<file path="src/rtl/laser_scan_ctrl.sv">
// laser_scan_ctrl: ordering/handshake sequencer for the laser-placement
// datapath. Sweeps every grid candidate over all object batches for a
// fixed number of refinement passes, emitting batch offers, compare
// strobes, swap strobes and a final done pulse. No point arithmetic here.
module laser_scan_ctrl #(
  parameter int OBJ_NUM  = 40,  // stored objects, multiple of PARALLEL, <= 64
  parameter int PARALLEL = 5,   // objects evaluated per batch
  parameter int MAX_ITER = 6,   // refinement passes, <= 8
  parameter int GRID     = 16   // candidate coordinates 0..GRID-1, <= 16
) (
  input  logic       CLK,
  input  logic       RST,
  input  logic       START,
  output logic       BUSY,
  output logic       BATCH_VLD,
  input  logic       EVAL_RDY,
  output logic [5:0] MEM_ADDR,
  output logic       BATCH_LAST,
  output logic [3:0] CAND_X,
  output logic [3:0] CAND_Y,
  output logic       CAND_END,
  output logic       ITER_END,
  output logic [2:0] ITER_IDX,
  output logic       DONE
);

  localparam int NB = OBJ_NUM / PARALLEL;
  localparam int BW = (NB > 1) ? $clog2(NB) : 1;

  localparam logic [BW-1:0] BATCH_MAX = BW'(NB - 1);
  localparam logic [3:0]    CAND_MAX  = 4'(GRID - 1);
  localparam logic [2:0]    ITER_MAX  = 3'(MAX_ITER - 1);

  typedef enum logic [2:0] {
    S_IDLE,
    S_DISPATCH,
    S_COMPARE,
    S_SWAP,
    S_FINISH
  } state_t;

  state_t          state, state_next;
  logic [BW-1:0]   batch, batch_next;
  logic [3:0]      cand_x, cand_x_next;
  logic [3:0]      cand_y, cand_y_next;
  logic [2:0]      iter, iter_next;

  // State and counter registers; reset aborts any job in flight.
  always_ff @(posedge CLK) begin
    if (RST) begin
      // NOTE: sequential state uses non-blocking assignments so every
      // register samples the pre-edge values regardless of statement order.
      state  <= S_IDLE;
      batch  <= '0;
      cand_x <= '0;
      cand_y <= '0;
      iter   <= '0;
    end else begin
      state  <= state_next;
      batch  <= batch_next;
      cand_x <= cand_x_next;
      cand_y <= cand_y_next;
      iter   <= iter_next;
    end
  end

  // Next-state and counter sequencing: batch -> candidate -> pass.
  always_comb begin
    // NOTE: every signal gets a hold default first so no path can infer a latch.
    state_next  = state;
    batch_next  = batch;
    cand_x_next = cand_x;
    cand_y_next = cand_y;
    iter_next   = iter;

    case (state)
      S_IDLE: begin
        if (START) begin
          state_next  = S_DISPATCH;
          batch_next  = '0;
          cand_x_next = '0;
          cand_y_next = '0;
          iter_next   = '0;
        end
      end

      S_DISPATCH: begin
        // Transfer happens only when the evaluator takes the offered batch.
        if (EVAL_RDY) begin
          if (batch == BATCH_MAX) begin
            batch_next = '0;
            state_next = S_COMPARE;
          end else begin
            batch_next = batch + BW'(1);
          end
        end
      end

      S_COMPARE: begin
        if (cand_x == CAND_MAX && cand_y == CAND_MAX) begin
          state_next = S_SWAP;
        end else begin
          state_next = S_DISPATCH;
          if (cand_x == CAND_MAX) begin
            cand_x_next = '0;
            cand_y_next = cand_y + 4'd1;
          end else begin
            cand_x_next = cand_x + 4'd1;
          end
        end
      end

      S_SWAP: begin
        if (iter == ITER_MAX) begin
          state_next = S_FINISH;
        end else begin
          state_next  = S_DISPATCH;
          iter_next   = iter + 3'd1;
          cand_x_next = '0;
          cand_y_next = '0;
        end
      end

      S_FINISH: begin
        // Counters are left clean so IDLE always shows zeros.
        state_next  = S_IDLE;
        batch_next  = '0;
        cand_x_next = '0;
        cand_y_next = '0;
        iter_next   = '0;
      end

      default: state_next = S_IDLE;
    endcase
  end

  // Outputs decode registered state only; EVAL_RDY never reaches them.
  assign BUSY       = (state != S_IDLE);
  assign BATCH_VLD  = (state == S_DISPATCH);
  assign BATCH_LAST = (state == S_DISPATCH) && (batch == BATCH_MAX);
  assign MEM_ADDR   = 6'(32'(batch) * PARALLEL);
  assign CAND_X     = cand_x;
  assign CAND_Y     = cand_y;
  assign CAND_END   = (state == S_COMPARE);
  assign ITER_END   = (state == S_SWAP);
  assign ITER_IDX   = iter;
  assign DONE       = (state == S_FINISH);

endmodule

</file>
<file path="config.mk">
export PLATFORM = sky130hd
export DESIGN_NAME = laser_scan_ctrl
export DESIGN_NICKNAME = d
export VERILOG_FILES = /design/src/rtl/laser_scan_ctrl.sv
export SDC_FILE = /design/constraint.sdc
export NUM_CORES = 1
export LEC_CHECK = 0
export CAP_MARGIN = 25
export CORE_ASPECT_RATIO = 0.9
export CORE_UTILIZATION = 49
export CTS_BUF_LIST = sky130_fd_sc_hd__clkbuf_8
export CTS_CLUSTER_DIAMETER = 200
export DETAILED_ROUTE_END_ITERATION = 6
export HOLD_SLACK_MARGIN = 0.08
export MAX_ROUTING_LAYER = met4
export PLACE_DENSITY = 0.81
export SLEW_MARGIN = 10
export SYNTH_ARGS = -nofsm -noshare
export SYNTH_HDL_FRONTEND = slang
export SYNTH_SLANG_ARGS = --single-unit
</file>
<file path="constraint.sdc">
create_clock -name CLK -period 2.2 [get_ports CLK]
set_clock_uncertainty 0.15 [all_clocks]
set_input_delay 0.44 -clock CLK [delete_from_list [all_inputs] [get_ports CLK]]
set_output_delay 0.44 -clock CLK [all_outputs]
set_load 0.02 [all_outputs]
</file>
# Word level (Yosys, flattened, before mapping)
# Index checks and enable logic that the tools add are counted.
[totals]
register_bits = 17
inputBits = 4
out_inout_bits = 23
wordCells = 56
[classes]
addsub = 4
mul = 1
eq_ne = 14
muxes = 20
n_reduce_logical = 12
[op_table]
columns = ["cell", "count"]
rows = [
  ["$pmux W4 S4", 2],
  ["$mux W3", 8],
  ["$mux W4", 6],
  ["$pmux W3 S3", 2],
  ["$pmux W3 S4", 1],
  ["$eq A3 B3 Y1 const B", 3],
  ["$reduce_and A3 Y1", 3],
  ["$reduce_bool A3 Y1", 3],
  ["$add A4 B1 Y4 const B", 2],
  ["$eq A4 B4 Y1 const B", 2],
  ["$add A3 B1 Y3 const B", 2],
  ["$eq A3 B2 Y1 const B", 2],
  ["$mul A3 B3 Y6 const B", 1],
  ["$ne A2 B1 Y1 const B", 3],
  ["$ne A2 B2 Y1 const B", 3],
  ["$reduce_and A5 Y1", 1],
  ["$reduce_and A4 Y1", 1],
  ["$reduce_bool A4 Y1", 1],
  ["$eq A3 B1 Y1 const B", 1],
  ["$logic_not A3 Y1", 1],
  ["$logic_and A1 B1 Y1", 2],
  ["$mux W2", 1],
]

# Logic depth before layout (Yosys ltp)
[depth]
word_depth = 4
mapped_depth = 7

# Worst setup path before layout
# OpenSTA, ideal clock, no wires.
[synth_timing]
kind = "reg2reg"
startpoint = "reg iter[1], in the netlist ITER_IDX[1]"
endpoint = "reg cand_x[0], in the netlist CAND_X[0]"
setup_time_ns = 0.070
t_arrival_ns = 1.635
t_required_ns = 1.980
setup_slack_ns = 0.345
path_stages_with_launch = 8
path_cell_list = "dfxtp_1 -> inv_1 -> ha_1 -> a32oi_1 -> o21ai_0 -> buf_2 -> or3_1 -> a21oi_1"
[synth_via]
elab_chain_cells = 3
[synth_rtl]
columns = ["element", "line_no", "text"]
rows = [
  ["start: declaration", "46", "logic [2:0] iter, iter_next;"],
  ["start signal: assignment", "63", "iter <= iter_next;"],
  ["$eq A3 B3 Y1", "114", "if (iter == ITER_MAX) begin"],
  ["$ne A2 B2 Y1 (no line)", "--", ""],
  ["$reduce_and A4 Y1 (no line)", "--", ""],
  ["end signal: assignment", "61", "cand_x <= cand_x_next;"],
  ["end: declaration", "44", "logic [3:0] cand_x, cand_x_next;"],
]
# No other way between the ends.
# A chain may end at the register's enable or synchronous reset.

# Final worst setup path
[layout_timing]
startpoint = "reg batch[0]"
endpoint = "out BATCH_LAST"
[layout_via]
elab_chain_cells = 2
[layout_rtl]
columns = ["element", "line_no", "text"]
rows = [
  ["start: declaration", "43", "logic [BW-1:0] batch, batch_next;"],
  ["start signal: assignment", "60", "batch <= batch_next;"],
  ["$eq A3 B3 Y1", "140", "assign BATCH_LAST = (state == S_DISPATCH) && (batch == BATCH_MAX);"],
  ["$logic_and A1 B1 Y1", "140", ""],
  ["end: declaration", "18", "output logic BATCH_LAST,"],
]
# No other way between the ends.

==> out/metrics.cfg <==
[layout]
area_growth_pct=34.1
final_cell_mix=dfxtp_1, clkdlybuf4s50_1, a21oi_1
final_area_sq_um=1370
utilization_pct=70.9
n_antenna_cell=0
drive_above_1_share_pct=14.7
nets=164

[run]
cap_violations=0

[detailed_routing]
drt_wl_total_mm=2.34
wl_per_cell_microns=13.4
ant_nets=0
dr.pass1.iters=4
vias=1015
drc=0
dr.first_iter.drc_count=24
via_per_inst=5.80

[global_route]
gr-total-overflow=0
grt_pass1_vias=874
antenna_found_initial=0
grt_usage_pct=23.1
grt_max_degree=17
grt_pass1_wl_mm=3.77

[clocking]
clock_sinks=17
htreeDepth=1
root_buffer=clkbuf_8
clock_latency_ns=0.26
cts_buffers=3
clockBufferDepth=2
path_clk_slew_ns=0.07
cts_tree=built
hold_buffers=0

[setup_path]
crit_fanout=5
worstSetupPathType=reg -> out
crit_path_end_kind=output pin
required_ns=1.61
r2r-start=ITER_IDX[1]$_SDFFE_PP0P_
r2r-end=CAND_X[3]$_SDFFE_PP0P_
crit_path_cell_trace=ha_1, ha_1, and3_1, dlygate4sd2_1
critPathMaxStageDelay_ns=0.35
reg2reg_depth=7
reg2reg_setup_slack_ns=0.22
crit_top_cell=ha_1
critPathBufInv=1
setup.worst_path.start_class=flip-flop
arrival_ns=1.51
crit_start=batch[0]$_SDFFE_PP0P_
cp_slowest_cell=dfxtp_1
path_delay_family=adder cells

[pwr]
power.leakage_nw=0.598
peakVddDrop_mv=0.507
power_density_nw_per_um2=505
switching_share_pct=27.8
p_seq_share_pct=46.5
combPwrFrac_pct=19.0
p_int_mw=0.500
p_clk_share_pct=34.5
p_switching_mw=0.193

[synthesis]
synth_cell_types=38
synth-seq-area-share_pct=33.3
ys_async_sr_fraction_pct=0
synth_seq_cells=17
syn_avg_cell_area_sq_um=8.59
synth_ff_type=dfxtp_1
netlist_instances=119
yosys_warnings=0
syn_area_sq_um=1020
synth_edf_count=0
syn_nets=132

[timing]
rsz0062_at_grt=false
hold-worst-slack_ns=0.356
fmax_mhz=476
finalSetupTns_ns=0
setup_viol=0
finalHoldViolCount=0
worst_pin_slew_ns=0.406
min_period_ns=2.10
max-slew-margin-rel_pct=72.8
post-route-period-util_pct=95.5
drv_slew=0

[floorplan]
start_util_pct=52.9
pin_count=27
core-area_sq_um=1930
die_area_sq_um=2270
dieWidth_microns=50.1
rows=15
die_h_microns=45.3

[hold_path]
worstHoldPathType=reg -> reg
min_to=ITER_IDX[1]$_SDFFE_PP0P_
hold_depth=2
hold_path_startpoint=ITER_IDX[1]$_SDFFE_PP0P_

[run_status]
outcome=complete, no violations

[place]
gp_congestion=0.794
hpwl_mm=1.73
portBuffers=26
placed_area_sq_um=1340

[repair_timing]
action / CTS / global route
buffers inserted: 0 / 0
hold endpoints to repair: 0 / 0
resized for setup: 10 / 2
setup endpoints to repair: 9 / 1
[worst max path at each step]
| stage | endpoint | slack [ns] | cells past startpoint |
|---|---|---|---|
| after floorplan | CAND_X[0]$_SDFFE_PP0P_ | 0.35 | 7 |
| after global placement | CAND_X[3]$_SDFFE_PP0P_ | 0.04 | 6 |
| after detailed placement | MEM_ADDR[4] | 0.01 | 4 |
| after CTS | MEM_ADDR[4] | 0.001 | 4 |
| after global routing | BATCH_LAST | 0.02 | 4 |
| final | BATCH_LAST | 0.1 | 4 |
[Yosys cell counts, drive strengths merged (3+ instances only)]
| master | instances | area share, % |
|---|---|---|
| nand2 | 4 | 1.5 |
| or2 | 3 | 1.8 |
| clkbuf | 3 | 1.1 |
| a21oi | 14 | 6.9 |
| ha | 9 | 11 |
| dfxtp | 17 | 33 |
| o21ai | 8 | 3.9 |
| nor2 | 5 | 1.8 |
| or3 | 3 | 1.8 |
| buf | 5 | 3.2 |
| and3 | 4 | 2.4 |
| nand4b | 3 | 2.6 |
| nor3 | 4 | 3.1 |
| nand3 | 8 | 3.9 |
[routing by layer]
metal	up-vias	track usage (%)	routed length, microns
met2	36	35.7	1050
met1	475	28.4	1160
met4	0	9.71	22
li1	502	-	-
met3	2	6.40	113
met5	-	-	0
[sequential cells by signal, indices dropped and copies added, names as in the netlist]
| name | count |
|---|---|
| state | 3 |
| CAND_X | 4 |
| batch | 3 |
| CAND_Y | 4 |
| ITER_IDX | 3 |
[through the flow]
step / setup slack, ns / instances / power, mW
2_1_floorplan: 0.345 / 119 / 0.413
3_3_place_gp: 0.0419 / 171 / 0.461
3_5_place_dp: 0.0147 / 171 / 0.465
4_1_cts: 0.00141 / 175 / 0.701
5_1_grt: 0.0197 / 175 / 0.724
6_report: 0.0982 / 175 / 0.693
[cell type report]
type,instances,area [sq um]
repair buffers,35,313
clock inverters,1,5.00
well taps,25,31.3
inverters,3,16.3
flip-flops and latches,17,340
clock buffers,3,41.3
multi-input cells,91,624
fillers,167,562
[kinds of logic after synthesis]
kind of cell	after synthesis	share of synthesized area [%]
buffers and inverters	11	5.88
DFF	17	33.3
AOI/OAI and AO/OA	32	18.4
muxes	2	1.96
adders and majority gates	9	11.0
and+or+nand+nor	48	29.5
[power groups by stage]
stage | Sequential [mW] | Clock, mW | Combinational [mW]
3_5_place_dp | 0.329 | 0 | 0.136
4_1_cts | 0.322 | 0.247 | 0.131
6_report | 0.322 | 0.239 | 0.131
2_1_floorplan | 0.331 | 0 | 0.0817
5_1_grt | 0.324 | 0.259 | 0.142
3_3_place_gp | 0.329 | 0 | 0.132
[tightest hold or removal path: stages (launching register included)]
cell     delay (ns)
dfxtp_1        0.33
nand3_1        0.07
a21oi_1        0.06
No activity file was read; power rests on OpenSTA's default activity.
